==> config.mk <==
export PLATFORM = sky130hd
export DESIGN_NAME = ps2_key_controller
export DESIGN_NICKNAME = d
export VERILOG_FILES = /design/src/rtl/ps2_pkg.sv /design/src/rtl/ps2_rx_frame.sv /design/src/rtl/ps2_key_controller.sv
export SDC_FILE = /design/constraint.sdc
export NUM_CORES = 1
export LEC_CHECK = 0
export ABC_AREA = 1
export CAP_MARGIN = 10
export CORE_UTILIZATION = 57
export CTS_BUF_LIST = sky130_fd_sc_hd__clkbuf_8
export CTS_CLUSTER_DIAMETER = 200
export DETAILED_ROUTE_END_ITERATION = 8
export GPL_TIMING_DRIVEN = 1
export PLACE_DENSITY = 0.79
export SLEW_MARGIN = 20
export SYNTH_ARGS = -nofsm -noshare
export SYNTH_HDL_FRONTEND = slang
export SYNTH_SLANG_ARGS = --single-unit
==> constraint.sdc <==
create_clock -name clk -period 2.7 [get_ports clk]
set_clock_uncertainty 0.15 [all_clocks]
set_input_delay 0.27 -clock clk [delete_from_list [all_inputs] [get_ports clk]]
set_output_delay 0.27 -clock clk [all_outputs]
set_load 0.05 [all_outputs]
==> src/rtl/ps2_pkg.sv <==
// Shared types and constants for the PS/2 keyboard receiver.
// Parity checking is enabled by defining PS2_PARITY_CHECK_EN.
package ps2_pkg;

  typedef enum logic [1:0] {
    ST_IDLE   = 2'd0,
    ST_DATA   = 2'd1,
    ST_PARITY = 2'd2,
    ST_STOP   = 2'd3
  } frame_state_e;

  localparam logic [7:0] PS2_EXT_PREFIX = 8'hE0;
  localparam logic [7:0] PS2_BRK_PREFIX = 8'hF0;

  typedef struct packed {
    logic       ext;
    logic       brk;
    logic [7:0] code;
  } key_event_t;

  // PS/2 uses odd parity over the eight data bits plus the parity bit.
  function automatic logic odd_parity_ok(input logic [7:0] data, input logic par);
    return ^{data, par};
  endfunction

endpackage

==> src/rtl/ps2_rx_frame.sv <==
// PS/2 line synchronizers, 11-bit frame FSM and mid-frame timeout.
// Parity checking is enabled by defining PS2_PARITY_CHECK_EN.
module ps2_rx_frame
  import ps2_pkg::*;
#(
  parameter int TIMEOUT_CYCLES = 50000
) (
  input  logic       clk,
  input  logic       rst_n,
  input  logic       ps2_clk,
  input  logic       ps2_data,
  output logic [7:0] rx_byte,
  output logic       byte_valid,
  output logic       frame_err
);

  localparam int TW = (TIMEOUT_CYCLES > 2) ? $clog2(TIMEOUT_CYCLES) : 1;

  logic         clk_meta_r, clk_sync_r, clk_prev_r;
  logic         data_meta_r, data_sync_r;
  frame_state_e state_r, state_s;
  logic [2:0]   bit_cnt_r, bit_cnt_s;
  logic [7:0]   shift_r, shift_s;
  logic         par_ok_r, par_ok_s;
  logic [TW-1:0] to_cnt_r, to_cnt_s;
  logic [7:0]   byte_r, byte_s;
  logic         byte_valid_r, byte_valid_s;
  logic         frame_err_r, frame_err_s;
  logic         fall_s, timeout_s, sampled_par_ok_s;

  assign fall_s = clk_prev_r & ~clk_sync_r;

`ifdef PS2_PARITY_CHECK_EN
  assign sampled_par_ok_s = odd_parity_ok(shift_r, data_sync_r);
`else
  assign sampled_par_ok_s = 1'b1;
`endif

  // Next-state and datapath updates for the frame receiver.
  always_comb begin
    state_s      = state_r;
    bit_cnt_s    = bit_cnt_r;
    shift_s      = shift_r;
    par_ok_s     = par_ok_r;
    byte_s       = byte_r;
    byte_valid_s = 1'b0;
    frame_err_s  = 1'b0;
    timeout_s    = (state_r != ST_IDLE) && !fall_s && (to_cnt_r == TW'(TIMEOUT_CYCLES - 1));
    if (state_r == ST_IDLE || fall_s || timeout_s) begin
      to_cnt_s = '0;
    end else begin
      to_cnt_s = to_cnt_r + TW'(1);
    end
    if (timeout_s) begin
      state_s     = ST_IDLE;
      frame_err_s = 1'b1;
    end else if (fall_s) begin
      case (state_r)
        ST_IDLE: begin
          if (!data_sync_r) begin
            state_s   = ST_DATA;
            bit_cnt_s = 3'd0;
          end else begin
            state_s = ST_IDLE;
          end
        end
        ST_DATA: begin
          shift_s   = {data_sync_r, shift_r[7:1]};
          bit_cnt_s = bit_cnt_r + 3'd1;
          if (bit_cnt_r == 3'd7) begin
            state_s = ST_PARITY;
          end else begin
            state_s = ST_DATA;
          end
        end
        ST_PARITY: begin
          par_ok_s = sampled_par_ok_s;
          state_s  = ST_STOP;
        end
        ST_STOP: begin
          state_s = ST_IDLE;
          if (data_sync_r && par_ok_r) begin
            byte_valid_s = 1'b1;
            byte_s       = shift_r;
          end else begin
            frame_err_s = 1'b1;
          end
        end
        default: state_s = ST_IDLE;
      endcase
    end else begin
      state_s = state_r;
    end
  end

  // Synchronizers (idle-high lines reset to 1) and frame registers.
  always_ff @(posedge clk or negedge rst_n) begin
    if (!rst_n) begin
      clk_meta_r   <= 1'b1;
      clk_sync_r   <= 1'b1;
      clk_prev_r   <= 1'b1;
      data_meta_r  <= 1'b1;
      data_sync_r  <= 1'b1;
      state_r      <= ST_IDLE;
      bit_cnt_r    <= 3'd0;
      shift_r      <= 8'h00;
      par_ok_r     <= 1'b0;
      to_cnt_r     <= '0;
      byte_r       <= 8'h00;
      byte_valid_r <= 1'b0;
      frame_err_r  <= 1'b0;
    end else begin
      clk_meta_r   <= ps2_clk;
      clk_sync_r   <= clk_meta_r;
      clk_prev_r   <= clk_sync_r;
      data_meta_r  <= ps2_data;
      data_sync_r  <= data_meta_r;
      state_r      <= state_s;
      bit_cnt_r    <= bit_cnt_s;
      shift_r      <= shift_s;
      par_ok_r     <= par_ok_s;
      to_cnt_r     <= to_cnt_s;
      byte_r       <= byte_s;
      byte_valid_r <= byte_valid_s;
      frame_err_r  <= frame_err_s;
    end
  end

  assign rx_byte    = byte_r;
  assign byte_valid = byte_valid_r;
  assign frame_err  = frame_err_r;

endmodule

==> src/rtl/ps2_key_controller.sv <==
// PS/2 keyboard controller: frame receiver, E0/F0 prefix decode, key-event queue.
// Parity checking is enabled by defining PS2_PARITY_CHECK_EN.
module ps2_key_controller
  import ps2_pkg::*;
#(
  parameter int FIFO_DEPTH     = 4,
  parameter int TIMEOUT_CYCLES = 50000
) (
  input  logic       clk,
  input  logic       rst_n,
  input  logic       ps2_clk,
  input  logic       ps2_data,
  input  logic       key_ready,
  input  logic       ovf_clr,
  output logic       key_valid,
  output logic [7:0] key_code,
  output logic       key_break,
  output logic       key_ext,
  output logic       frame_err,
  output logic       overflow
);

  localparam int AW = $clog2(FIFO_DEPTH);

  logic [7:0]   rx_byte_s;
  logic         byte_valid_s, frame_err_s;
  logic         ext_pend_r, brk_pend_r, overflow_r;
  key_event_t   mem_r [FIFO_DEPTH];
  logic [AW-1:0] rd_ptr_r, wr_ptr_r;
  logic [AW:0]  count_r;
  logic         is_prefix_s, push_req_s, pop_s, full_s, push_ok_s, drop_s;
  key_event_t   head_s;

  ps2_rx_frame #(.TIMEOUT_CYCLES(TIMEOUT_CYCLES)) u_rx (
    .clk        (clk),
    .rst_n      (rst_n),
    .ps2_clk    (ps2_clk),
    .ps2_data   (ps2_data),
    .rx_byte    (rx_byte_s),
    .byte_valid (byte_valid_s),
    .frame_err  (frame_err_s)
  );

  assign is_prefix_s = (rx_byte_s == PS2_EXT_PREFIX) || (rx_byte_s == PS2_BRK_PREFIX);
  assign push_req_s  = byte_valid_s && !is_prefix_s;
  assign pop_s       = (count_r != '0) && key_ready;
  assign full_s      = (count_r == (AW+1)'(FIFO_DEPTH));
  // A full queue still accepts a push when the head is leaving the same cycle.
  assign push_ok_s   = push_req_s && (!full_s || pop_s);
  assign drop_s      = push_req_s && full_s && !pop_s;
  assign head_s      = mem_r[rd_ptr_r];

  // Prefix flags, queue storage/pointers and sticky overflow.
  always_ff @(posedge clk or negedge rst_n) begin
    if (!rst_n) begin
      ext_pend_r <= 1'b0;
      brk_pend_r <= 1'b0;
      overflow_r <= 1'b0;
      rd_ptr_r   <= '0;
      wr_ptr_r   <= '0;
      count_r    <= '0;
      for (int i = 0; i < FIFO_DEPTH; i++) begin
        mem_r[i] <= '0;
      end
    end else begin
      if (frame_err_s) begin
        ext_pend_r <= 1'b0;
        brk_pend_r <= 1'b0;
      end else if (byte_valid_s) begin
        if (rx_byte_s == PS2_EXT_PREFIX) begin
          ext_pend_r <= 1'b1;
        end else if (rx_byte_s == PS2_BRK_PREFIX) begin
          brk_pend_r <= 1'b1;
        end else begin
          ext_pend_r <= 1'b0;
          brk_pend_r <= 1'b0;
        end
      end
      if (push_ok_s) begin
        mem_r[wr_ptr_r] <= '{ext: ext_pend_r, brk: brk_pend_r, code: rx_byte_s};
        wr_ptr_r        <= wr_ptr_r + AW'(1);
      end
      if (pop_s) begin
        rd_ptr_r <= rd_ptr_r + AW'(1);
      end
      case ({push_ok_s, pop_s})
        2'b10:   count_r <= count_r + (AW+1)'(1);
        2'b01:   count_r <= count_r - (AW+1)'(1);
        default: count_r <= count_r;
      endcase
      if (drop_s) begin
        overflow_r <= 1'b1;
      end else if (ovf_clr) begin
        overflow_r <= 1'b0;
      end
    end
  end

  // Head-of-queue presentation, zeroed when the queue is empty.
  always_comb begin
    key_valid = (count_r != '0);
    if (key_valid) begin
      key_code  = head_s.code;
      key_break = head_s.brk;
      key_ext   = head_s.ext;
    end else begin
      key_code  = 8'h00;
      key_break = 1'b0;
      key_ext   = 1'b0;
    end
  end

  assign frame_err = frame_err_s;
  assign overflow  = overflow_r;

endmodule

# After elaboration in Yosys (flattened, before gate mapping)
# Index checks and enable logic that the tools add are counted.
# classes
n_addsub,6
n_mul,0
div,0
magnitude_cmp,3
n_eq_ne,13
shifts,0
mux,36
n_bitwise,5
reduce_logical,31
# ops
cell,count
bitwise mux 40 bit,1
two-way mux 10 bit,3
two-way mux 1 bit,21
binary-select mux 10 bit (select 2 bit),1
demux 10 bit (select 2 bit),1
adder 16 x 1 -> 16 bit (second input constant),1
equality test 16 bit (second input constant),1
equality test 8 bit (second input constant),2
two-way mux 16 bit,1
case mux 3 bit (2 select lines),2
nonzero test 2 bit,6
logical AND 1 bit,9
two-way mux 8 bit,1
case mux 2 bit (4 select lines),1
AND reduction 4 bit,2
adder 3 x 1 -> 3 bit (second input constant),2
equality test 2 bit (second input constant),3
equality test 3 bit (second input constant),2
>= comparator 3 bit (second input constant),2
two-way mux 2 bit,3
NOT 2 -> 3 bit,2
AND reduction 3 bit,2
adder 2 x 1 -> 2 bit (second input constant),2
equality test 2 x 1 -> 1 bit (second input constant),2
other kinds (13),21
# totals
ff_bits,95
latch_bits,0
mem_bits_rw,0
romBits,0
output_inout_bits,13
memories,0

# Depth between registers and ports, before layout
# Gate-level depths: netlist of run 1.
# logic_depth
word_depth,7
depth_mapped,13
mapped_depth_nobuf,13

# Hierarchy
# From an unflattened synthesis of run 1, not the netlist that was laid out.
# unflattened
cells_unflattened,532
area_unflattened_um2,4633.2
# by_module_without_submodules
mod,instances,cells_per_inst,area_each_um2,seq_area_each_um2
ps2_key_controller,1,296,2454.9,1251.2
ps2_rx_frame,1,236,2178.3,1132.3

# Worst setup path before layout of run 1
# No wires, ideal clock.
# synth_timing
kind,reg-to-reg
startpoint,register u_rx.byte_r[0] (netlist: u_rx.rx_byte[0])
endpoint,register count_r[2]
setup_ps,124
arrival_time_ps,1937
setup_slack_ps,489
stages_incl_launch_ff,14
n_path_buf,0
cell_sequence,dfrtp_1 -> inv_1 -> nand2_1 -> nor2_4 -> nand2_4 -> nand2_4 -> nor2_8 -> nand2_1 -> ha_1 -> inv_1 -> fa_1 -> a21oi_1 -> o21ai_0 -> xnor2_1
# synth_via
elab_chain_len,7
word_cells_on_any_way,10
classes_between,eq/ne (4); mux (1); reduce/logical (5)
# synth_rtl
item,line,text
"start, declared",ps2_rx_frame.sv:26,"logic [7:0] byte_r, byte_s;"
"start signal, assigned",ps2_rx_frame.sv:123,byte_r <= byte_s;
equality test 8 bit,ps2_key_controller.sv:44,assign is_prefix_s = (rx_byte_s == PS2_EXT_PREFIX) || (rx_byte_s == PS2_BRK_PREFIX);
logical OR 1 bit (*),ps2_key_controller.sv:44,
zero test 1 bit (*),ps2_key_controller.sv:45,assign push_req_s = byte_valid_s && !is_prefix_s;
logical AND 1 bit (*),ps2_key_controller.sv:45,
logical AND 1 bit (*),ps2_key_controller.sv:49,assign push_ok_s = push_req_s && (!full_s || pop_s);
equality test 2 x 1 -> 1 bit or equality test 2 bit (tied branches),ps2_key_controller.sv:86,"case ({push_ok_s, pop_s})"
case mux 3 bit (2 select lines) or nonzero test 2 bit (tied branches),--,
"end signal, assigned",ps2_key_controller.sv:87,2'b10: count_r <= count_r + (AW+1)'(1);
"end signal, assigned",ps2_key_controller.sv:88,2'b01: count_r <= count_r - (AW+1)'(1);
"end signal, assigned",ps2_key_controller.sv:89,default: count_r <= count_r;
"end, declared",ps2_key_controller.sv:30,logic [AW:0] count_r;
# Mark *: on every way between the ends. The rest lies on a longest branch, timed or not.
# A chain may end at the register's enable or synchronous reset.

# Worst setup path after layout of run 1
# layout_timing
startpoint,register rd_ptr_r[1]
endpoint,output key_code[6]
# layout_via
elab_chain_len,5
# layout_rtl
item,line,text
"start, declared",ps2_key_controller.sv:29,"logic [AW-1:0] rd_ptr_r, wr_ptr_r;"
"start signal, assigned",ps2_key_controller.sv:84,rd_ptr_r <= rd_ptr_r + AW'(1);
NOT 2 -> 3 bit (not written as such),ps2_key_controller.sv:51,assign head_s = mem_r[rd_ptr_r];
binary-select mux 10 bit (select 2 bit),ps2_key_controller.sv:51,
two-way mux 10 bit (not written as such) (2 in series),ps2_key_controller.sv:51,
two-way mux 8 bit,ps2_key_controller.sv:102,if (key_valid) begin
"end, declared",ps2_key_controller.sv:16,"output logic [7:0] key_code,"
# No other way between the ends. The select of a mux whose other input is x is not followed.

==> summary.txt, run 1 <==
Status
  • Run status: complete, no violations

Logic synthesis
  • Top post-synthesis cells by area: dfrtp_1 (49%), nand2_1 (11%), nand4_1 (5.9%)
  • Synth Register Bits: 95
  • Synth Flop Type: dfrtp_1
  • Leading area contributor after synthesis: dfrtp_1
  • EDFF count, synth: 0
  • Syn avg cell area: between 8 and 9 sq um
  • Mapped Area: ~4600 sq um
  • Post-synth top cells: nand2_1 (139), dfrtp_1 (90), nor2_1 (72), inv_1 (46), nand4_1 (44)
  • Share of the synthesized area in the top cell type: between 40% and 50%
  • Syn Inst Count: around 550
  • Part of the Yosys area used for sequential elements: between 50% and 60%
  • Yosys cell types: 33
  • Yosys warning count: 0
  • Most numerous cell in the Yosys netlist: nand2_1
  • Async set or reset register ratio after synthesis: 100%
  • Syn nets: between 500 and 600

Cells and area
  • Register area: about 2400 sq um
  • Filler Cells Inserted: 637
  • Area Overhead vs Synth: 8.80%
  • Design area: between 5000 and 6000 sq um
  • Share of cells above drive strength 1: approximately a tenth
  • Diodes inserted: 0
  • Multi-input gate area: 1920 sq um
  • Nets: roughly 580

Setup path
  • Setup crit end kind: output port
  • Slowest stage delay, CP: between 0.6 and 0.7 ns
  • WP buf/inv: 2
  • Worst setup SP type: flop
  • Worst EP arrival: approximately 2.1 ns
  • Maximum fanout along the worst path: 11
  • CP Class: flop to output port
  • CP max stage cell: dfrtp_1
  • CP Cell Sequence: inv_1 > nor2_1 > o21ai_1 > a21oi_1 > buf_4
  • Delay-heaviest family, CP: flip-flops
  • Req. time, crit path: about 2.3 ns

CTS
  • CTS tree: yes
  • Clock root cell: clkbuf_8
  • Total CTS buffers: 9
  • Clock Latency Late Sink: 0.36 ns
  • Clock sinks: 95
  • Post-CTS Setup Inserts: 0
  • H-tree depth: 3
  • Clock transition at path regs: approximately 0.10 ns
  • Clk buf depth: 2

Worst hold path
  • Hold/Removal Path Class: input port to flop

Power
  • NetSw: ~0.0016 W
  • Power, Total: around 0.0040 W
  • Int Power: ~0.0024 W
  • Sw Share: 39.8%
  • Power density over the cells: 792 nW/um^2
  • Clock Power Share: around a quarter
  • Sequential share of power: a little over two fifths
  • Peak supply drop: ~0.4 mV
  • Gate power share: between 30% and 40%
  • Cell leakage power: 2.43 nW

Floorplan
  • Die ar.: 8500 sq um
  • # IOs: 19
  • FP Rows: 32
  • Die width: 92.2 um
  • DIE HEIGHT: slightly above 90 um
  • Initial Utilization: between 50% and 60%
  • Core area: ~7800 sq um

Drt
  • Via count: 3708
  • DRT Pass-1 Iters: 5
  • Drt total wl: slightly below 10000 um
  • DR DRC count: 0
  • Iter 0 DRT Violations: between 200 and 300
  • Wirelength per Cell: between 10 and 15 um
  • Post-route ant nets: 0
  • Routed vias/inst: 5.56

Placement
  • Post-DP HPWL: roughly 6500 um
  • Dpl cell area: ~4800 sq um
  • Post-Place Setup Slack: around 0.37 ns
  • Routability cong.: 0.867
  • IO buf count: 18

Global routing
  • Grt total ovfl: 0
  • Vias in the first global route: about 3600
  • Tot GR Track Use: roughly a quarter
  • Initial antenna violation count: 0
  • Largest net degree at the start of global routing: 48
  • First-pass GRT wire length: between 15000 and 20000 um

STA
  • Fmax: roughly 0.4 GHz
  • Endpoints failing hold: 0
  • Slew Viols, Final: 0
  • Fin Setup TNS: 0 ns
  • Worst Max-Slew Pin Slew: approximately 0.56 ns
  • Tmin final: about 2.5 ns
  • RSZ-0062 raised after global routing: no
  • Slew headroom: 62.8%
  • # setup viols final: 0
  • Fin crit share: ~93%
  • Worst setup margin: roughly 0.20 ns
  • Min Hold Slack: 0.167 ns

Run
  • Max Cap Viol: 0
## power groups by stage
stage          Sequential (W)  Clock, W  Combinational [W]
2_1_floorplan         0.00165         0            0.00103
3_3_place_gp          0.00170         0            0.00133
3_5_place_dp          0.00171         0            0.00135
4_1_cts               0.00168  0.000977            0.00136
5_1_grt               0.00171   0.00103            0.00148
6_report              0.00169  0.000950            0.00135
## final cells by class
cell class	instances	area share [%]
well taps	102	2.53
multi-input cells	380	38.0
flip-flops and latches	95	47.3
inverters	47	3.55
repair buffers	27	4.61
clock inverters	7	1.59
clock buffers	9	2.46
## layout by cell type (no fill, tap or decap), drive strengths merged
| cell | synthesis | routed |
|---|---|---|
| clkinvlp | 0 | 2 |
| clkbuf | 5 | 9 |
| buf | 19 | 20 |
| a22o | 2 | 2 |
| nor3 | 15 | 15 |
| o21bai | 1 | 1 |
| bufinv | 0 | 1 |
| a211oi | 1 | 1 |
| a21oi | 15 | 15 |
| dlygate4sd3 | 0 | 1 |
| fa | 1 | 1 |
| o22ai | 1 | 1 |
| clkdlybuf4s50 | 0 | 6 |
| or2 | 1 | 1 |
| xnor2 | 2 | 2 |
| o21ai | 42 | 42 |
| clkinv | 0 | 2 |
| nand2 | 144 | 144 |
| dfstp | 5 | 5 |
| xor2 | 6 | 6 |
| nand3 | 15 | 15 |
| nor2 | 78 | 78 |
| nand4 | 48 | 48 |
| ha | 8 | 8 |
| dfrtp | 90 | 90 |
| inv | 47 | 49 |
## stage by stage
step,utilization (%),std cells
floorplan,-,546
global placement,61.9,650
CTS,64.6,667
detailed placement,61.9,650
finish,64.6,667
global route,64.6,667
## cell families (layout without fill, tap and decap cells)
kind of cell | count (synthesis) | count (layout) | share of synthesized area (%)
XOR/XNOR | 8 | 8 | 1.51
AND/OR/NAND/NOR | 301 | 301 | 30.0
adder cells (fa/ha/maj) | 9 | 9 | 2.59
buffers and inverters | 71 | 90 | 7.23
AO/OA/AOI/OAI | 62 | 62 | 7.23
flip-flops | 95 | 95 | 51.4
## state kept, by name, summed over array words and instances (netlist names)
name,flops
brk_pend_r,1
count_r,3
ext_pend_r,1
mem_r,40
overflow,1
rd_ptr_r,2
u_rx.bit_cnt_r,3
u_rx.byte_valid,1
u_rx.clk_meta_r,1
u_rx.clk_prev_r,1
u_rx.clk_sync_r,1
u_rx.data_meta_r,1
u_rx.data_sync_r,1
u_rx.frame_err,1
u_rx.par_ok_r,1
u_rx.rx_byte,8
u_rx.shift_r,8
u_rx.state_r,2
u_rx.to_cnt_r,16
wr_ptr_r,2
## what timing repair did
action	4_1_cts	5_1_grt
hold endpoints to repair	24	0
gates resized for setup	0	0
hold buffers	1	0
## path summary, 6_finish.rpt
check | depth (start not counted) | endpoint | slack, ns | startpoint
worst max-delay path | 5 | key_code[6] | 0.20 | rd_ptr_r[1]$_DFFE_PN0P_
worst min-delay path | 1 | u_rx.clk_meta_r$_DFF_PN1_ | 0.17 | ps2_clk
worst max register to register | 13 | count_r[2]$_DFFE_PN0P_ | 0.34 | u_rx.rx_byte[1]$_DFFE_PN0P_
worst min register to register | 0 | u_rx.data_sync_r$_DFF_PN1_ | 0.21 | u_rx.data_meta_r$_DFF_PN1_
max in group asynchronous | 3 | mem_r[39]$_DFFE_PN0P_ | 1.52 | rst_n
min in group asynchronous | 2 | mem_r[20]$_DFFE_PN0P_ | 0.19 | rst_n
## metal layers
| layer | global-route usage (%) | vias up | routed length, um |
|---|---|---|---|
| met5 | 0 | - | 0 |
| met4 | 7.68 | 0 | 163 |
| met3 | 3.81 | 15 | 388 |
| met2 | 41.5 | 93 | 4770 |
| met1 | 34.2 | 1781 | 4360 |
| li1 | - | 1819 | - |
(Power assumes the default switching activity.)
==> run 2, diff against run 1 <==
Settings changed: MAX_ROUTING_LAYER set to met4.
==> run 2 against run 1 <==
  * Via count decreased by 0.24%
  * Largest cell class unchanged
  * Total power increased by 0.13%
  * Highest routed layer unchanged
  * Final cell count is the same
  * Fmax decreased by 0.70%
==> summary.txt, run 2 (synthesized netlist as in run 1, its figures left out) <==
Floorplan
  • Die ar.: 8500 sq um (unchanged)
  • FP Rows: 32 (unchanged)
  • Initial Utilization: 59.4% (unchanged)
  • Core area: 7810 sq um (unchanged)
  • Die width: 92.2 um (unchanged)
  • # IOs: 19 (unchanged)
  • DIE HEIGHT: 92.2 um (unchanged)

Status
  • Run status: complete, no violations

Global routing
  • Vias in the first global route: 3574 (+0.084%)
  • Grt total ovfl: 0 (unchanged)
  • Tot GR Track Use: 25.9% (+0.76 points)
  • Largest net degree at the start of global routing: 48 (unchanged)
  • First-pass GRT wire length: 16800 um (about the same)
  • Initial antenna violation count: 0 (unchanged)

STA
  • Worst Max-Slew Pin Slew: 0.559 ns (+0.00143 ns)
  • Endpoints failing hold: 0 (unchanged)
  • RSZ-0062 raised after global routing: no
  • Fin Setup TNS: 0 ns (unchanged)
  • Fin crit share: 93.2% (+0.65 points)
  • Tmin final: 2.52 ns (+0.0175 ns)
  • Min Hold Slack: 0.169 ns (+0.00289 ns)
  • Slew headroom: 62.7% (about the same)
  • # setup viols final: 0 (unchanged)
  • Fmax: 0.397 GHz (-0.70%)
  • Slew Viols, Final: 0 (unchanged)

Worst hold path
  • Hold/Removal Path Class: input port to flop
  • Hold worst-path end: u_rx.clk_meta_r$_DFF_PN1_
  • Worst hold path startpoint: ps2_clk
  • Hold depth: 1 (unchanged)

Drt
  • Routed vias/inst: 5.55 (-0.24%)
  • Iter 0 DRT Violations: 257 (+1.2%)
  • DRT Pass-1 Iters: 5 (unchanged)
  • Via count: 3699 (-0.24%)
  • Post-route ant nets: 0 (unchanged)
  • Drt total wl: 9740 um (+0.58%)
  • DR DRC count: 0 (unchanged)
  • Wirelength per Cell: 14.6 um (+0.58%)

Power
  • Power density over the cells: 793 nW/um^2 (+0.13%)
  • Clock Power Share: 23.9% (about the same)
  • Gate power share: 33.9% (about the same)
  • Peak supply drop: 0.400 mV (about the same)
  • Power, Total: 0.00400 W (+0.13%)
  • NetSw: 0.00160 W (+0.31%)
  • Sw Share: 39.9% (+0.071 points)
  • Cell leakage power: 2.43 nW (unchanged)
  • Sequential share of power: 42.2% (about the same)
  • Int Power: 0.00240 W (about the same)

Cells and area
  • Nets: 575 (unchanged)
  • Most frequent cells in the layout: nand2_1 (139), dfrtp_1 (90), nor2_1 (72), inv_1 (46), nand4_1 (44)
  • Commonest non-fill, non-tap cell in the layout: nand2_1
  • Largest regs: mem_r x40, u_rx.to_cnt_r x16
  • Final cell count without fillers: 667 (unchanged)
  • Diodes inserted: 0 (unchanged)
  • Area Overhead vs Synth: 8.80% (unchanged)
  • Max FFs per register: 40 (unchanged)
  • Share of cells above drive strength 1: 10.6% (unchanged)
  • Largest Register: mem_r

CTS
  • H-tree depth: 3 (unchanged)
  • Clock transition at path regs: 0.10 ns (about the same)
  • CTS tree: yes
  • Clock Latency Late Sink: 0.36 ns (about the same)
  • Clock root cell: clkbuf_8
  • Clk buf depth: 2 (unchanged)
  • Total CTS buffers: 9 (unchanged)
  • Post-CTS Setup Inserts: 0 (unchanged)
  • Clock sinks: 95 (unchanged)
  • CTS resizes: 0 (unchanged)

Run
  • Max Cap Viol: 0 (unchanged)

Placement
  • Routability cong.: 0.881 (+1.6%)
  • Post-DP HPWL: 6510 um (unchanged)
  • IO buf count: 18 (unchanged)
  • Placed insts: 650 (unchanged)

Setup path
  • Reg2Reg Setup Slack: 0.34 ns (about the same)
  • Worst setup SP type: flop
  • Worst EP arrival: 2.10 ns (+0.02 ns)
  • FF-to-FF End: count_r[2]$_DFFE_PN0P_
  • R2R Path Start: u_rx.rx_byte[1]$_DFFE_PN0P_
  • CP Class: flop to output port
  • Setup crit end kind: output port
  • Req. time, crit path: 2.28 ns (about the same)
  • Maximum fanout along the worst path: 11 (unchanged)
  • R2R cell count: 13 (unchanged)
==> run 2: layer usage <==
metal	GRT usage, %	wire, um
met5	-	0
met1	34.4	4440
met3	3.81	383
met4	7.68	88
met2	41.4	4830
==> run 2: critical path: stages (launching register included) <==
cell     delay [ns]
dfrtp_1        0.66
inv_1          0.34
nor2_1         0.17
o21ai_1        0.07
a21oi_1        0.24
buf_4          0.25
==> run 2: worst max path at each step <==
stage	to	slack, ns	from	depth (start not counted)
2_1_floorplan	count_r[2]$_DFFE_PN0P_	0.49	u_rx.rx_byte[0]$_DFFE_PN0P_	13
3_3_place_gp	count_r[2]$_DFFE_PN0P_	0.40	u_rx.rx_byte[1]$_DFFE_PN0P_	13
3_5_place_dp	count_r[2]$_DFFE_PN0P_	0.37	u_rx.rx_byte[0]$_DFFE_PN0P_	13
4_1_cts	key_code[6]	0.24	rd_ptr_r[1]$_DFFE_PN0P_	5
5_1_grt	key_code[5]	0.07	rd_ptr_r[1]$_DFFE_PN0P_	5
6_report	key_code[6]	0.18	rd_ptr_r[1]$_DFFE_PN0P_	5
==> run 2: area by class of cell <==
| type | instances | area, sq um |
|---|---|---|
| clock buffer | 9 | 124 |
| clock inverter | 7 | 80.1 |
| fill | 637 | 2760 |
| inverter | 47 | 179 |
| multi-input combinational | 380 | 1920 |
| sequential | 95 | 2380 |
| tap | 102 | 128 |
| timing repair buffer | 27 | 233 |
==> run 2: power by group through the flow <==
stage          Combinational [W]  Clock [W]  Sequential (W)
2_1_floorplan            0.00103          0         0.00165
3_3_place_gp             0.00133          0         0.00170
3_5_place_dp             0.00135          0         0.00171
4_1_cts                  0.00136   0.000977         0.00168
5_1_grt                  0.00148    0.00103         0.00171
6_report                 0.00135   0.000955         0.00169
==> run 2: what timing repair did <==
| action | in CTS | in global routing |
|---|---|---|
| endpoints found under the setup margin | 0 | 0 |
| hold buffers | 1 | 0 |
| endpoints found under the hold margin | 24 | 0 |
==> run 2: stage by stage <==
step	worst slack [ns]	utilization [%]	area, sq um
after floorplan	0.489	-	4640
after global routing	0.0727	64.6	5040
after CTS	0.240	64.6	5040
final	0.182	64.6	5040
after global placement	0.400	61.9	4830
after detailed placement	0.368	61.9	4830
==> RTL change: new RTL, config.mk and constraints of run 1 <==
`TIMEOUT_CYCLES` is set to 50000 in 2 places; all go to 100000.
--- a/src/rtl/ps2_rx_frame.sv
+++ b/src/rtl/ps2_rx_frame.sv
@@ -3,7 +3,7 @@
 module ps2_rx_frame
   import ps2_pkg::*;
 #(
-  parameter int TIMEOUT_CYCLES = 50000
+  parameter int TIMEOUT_CYCLES = 100000
 ) (
   input  logic       clk,
   input  logic       rst_n,
--- a/src/rtl/ps2_key_controller.sv
+++ b/src/rtl/ps2_key_controller.sv
@@ -4,7 +4,7 @@
   import ps2_pkg::*;
 #(
   parameter int FIFO_DEPTH     = 4,
-  parameter int TIMEOUT_CYCLES = 50000
+  parameter int TIMEOUT_CYCLES = 100000
 ) (
   input  logic       clk,
   input  logic       rst_n,
Check against the original RTL: same outputs for any inputs over 10 cycles, from zero or initial values and one cycle with rst_n low; that may be too few to reach the edited logic, so the function may still have changed.
==> RTL change against run 1 <==
- worst hold slack worse by 0.016 ns
- synthesized area rose by 0.19%
- count of clock-buffer cells in the layout up 1
- global-route usage decreased by 0.11 points
- sequential cell count is 1 higher
- final cell count rose by 1.2%
- maximum frequency grew 0.67%
- critical path depth rose by 8
- design area increased by 1.4%
- routed wire length up 1.5%
- worst setup slack improved by 0.017 ns
- non-clock buffer count unchanged
- power increased by 3.5%
==> RTL change: results (changes against run 1) <==
[yosys]
synth_nets = 569  ; was 561
ys_seq_area_share_pct = 51.86  ; was 51.42%
synth-adder-area-share_pct = 2.586  ; was 2.591%
yosys-top-cells-area = dfrtp_1 49%, nand2_1 12%, nor2_1 6.8%  ; was dfrtp_1 49%, nand2_1 11%, nand4_1 5.9%
ys.flop_type = dfrtp_1  ; unchanged
synth_compound_area_share_pct = 7.220  ; was 7.233%
ys_types = 31  ; was 33
synthXorXnorAreaFrac_pct = 2.263  ; was 1.511%
netlist_top_cells_count = 145 x nand2_1, 91 x dfrtp_1, 84 x nor2_1, 45 x nand4_1, 42 x o21ai_0  ; was 139 x nand2_1, 90 x dfrtp_1, 72 x nor2_1, 46 x inv_1, 44 x nand4_1

[worst_setup_path]
setup.worst_path.end = count_r[2]  ; was key_code[6]
rrSetupSlack_ns = 0.22  ; was 0.34 ns
critical_path_arrival_ns = 2.60  ; was 2.08 ns
cpPeakStageDelay_ns = 0.42  ; was 0.65 ns
crit_family = simple AND/OR/NAND/NOR gates  ; was flip-flops
worstPathMaxFanout = 22  ; was 11
crit_start = u_rx.rx_byte[0]  ; was rd_ptr_r[1]

[global_routing]
grtUsageTotal_pct = 24.99  ; was 25.09%
grt_pass1_wl_um = 16220  ; was 16830 um
grt_start_max_net_pins = 58  ; was 48
grt_pass1_vias = 3454  ; was 3571

[final_layout]
reg_top3 = mem_r: 40 flops, u_rx.to_cnt_r: 17 flops  ; was mem_r: 40 flops, u_rx.to_cnt_r: 16 flops
drive_above_1_share_pct = 9.773  ; was 10.62%
fillers = 673  ; was 637

[routing]
routedLengthMet1_um = 4400  ; was 4362 um
wl_met3_um = 674  ; was 388 um
drt_wl_total_um = 9830  ; was 9680 um
viasPerCell = 5.510  ; was 5.559
wl_met2_um = 4576  ; was 4766 um
drt_iter0_drc = 188  ; was 254

[power]
ir_drop_mv = 0.3897  ; was 0.3993 mV
p_leak_nw = 2.473  ; was 2.430 nW

[clock_network]
clockBufferDepth = 2  ; unchanged
root_buffer = clkbuf_8  ; unchanged

[placed_design]
gp_congestion = 0.8058  ; was 0.8665
dpl.hpwl_um = 6453  ; was 6509 um
place_area_mm2 = 0.004843  ; was 0.004830 mm2

[status]
status = finished clean  ; unchanged

[timing]
tightestPinTransition_ns = 0.5876  ; was 0.5577 ns

-- RTL change: cell count changes in the layout (fill, tap and decap cells not counted), sizes merged, moves of 2 or more --
| cell | run 1 | this run |
|---|---|---|
| xnor2 | 2 | 6 |
| nor3 | 15 | 6 |
| o21ai | 42 | 44 |
| bufinv | 1 | 3 |
| clkinvlp | 2 | 0 |
| nand2 | 144 | 148 |
| nor2 | 78 | 90 |
| inv | 49 | 43 |
| a22o | 2 | 0 |
-- RTL change: worst reg2reg max path: cells and delay by family (launching register included) --
kind / cells / cell delay, ns
AO/OA/AOI/OAI: 2 / 0.25
XOR/XNOR: 1 / 0.13
adder cells (fa/ha/maj): 2 / 0.53
buffers and inverters: 2 / 0.15
flip-flops: 1 / 0.42
AND/OR/NAND/NOR: 6 / 0.75
-- RTL change: area by class of cell --
| class | instances | area share (%) |
|---|---|---|
| Clock inverter | 6 | 2.104 |
| Timing Repair Buffer | 27 | 4.550 |
| Multi-Input combinational cell | 392 | 37.99 |
| Sequential cell | 96 | 47.09 |
| Inverter | 42 | 3.082 |
| Tap cell | 102 | 2.495 |
| Clock buffer | 10 | 2.691 |
-- RTL change: cell families after synthesis --
| logic type | Yosys count |
|---|---|
| AND/OR/NAND/NOR | 307 |
| AO/OA/AOI/OAI | 63 |
| XOR/XNOR | 12 |
| adder cells (fa/ha/maj) | 9 |
| flip-flops | 96 |
| buffers and inverters | 67 |
-- RTL change: timing repair --
action                     4_1_cts  5_1_grt
gates resized for setup          0        1
hold endpoints to repair        39        0
buffers inserted                 0        0
hold buffers                     1        0
setup endpoints to repair        0        2
-- RTL change: how the worst min path moves through the flow --
stage / cells after the start / slack [ns] / end
after floorplan: 0 / -0.18 / brk_pend_r
after global placement: 1 / 0.13 / count_r[1]
after detailed placement: 1 / 0.13 / count_r[1]
after CTS: 1 / 0.14 / u_rx.data_meta_r
after global routing: 1 / 0.15 / u_rx.clk_meta_r
final: 1 / 0.15 / u_rx.clk_meta_r
-- RTL change: per-layer routing --
metal	GRT usage [%]	up-vias
li1	-	1841
met1	33.54	1751
met2	39.74	109
met3	3.731	18
met4	12.50	0
met5	0	-
-- RTL change: through the flow --
stage          instances  setup slack (ns)  util [%]
2_1_floorplan        554            0.4644         -
5_1_grt              675           0.02898     65.51
3_5_place_dp         657            0.1668     62.04
6_report             675            0.2165     65.51
4_1_cts              674            0.1620     65.30
3_3_place_gp         657            0.2853     62.04
-- RTL change: report_power, final --
group	leakage [nW]	switching (W)	internal, W
clock network	0.128	0.000491	0.000637
logic	1.05	0.000975	0.000405
registers	1.30	0.0000705	0.00155
total	2.47	0.00154	0.00260
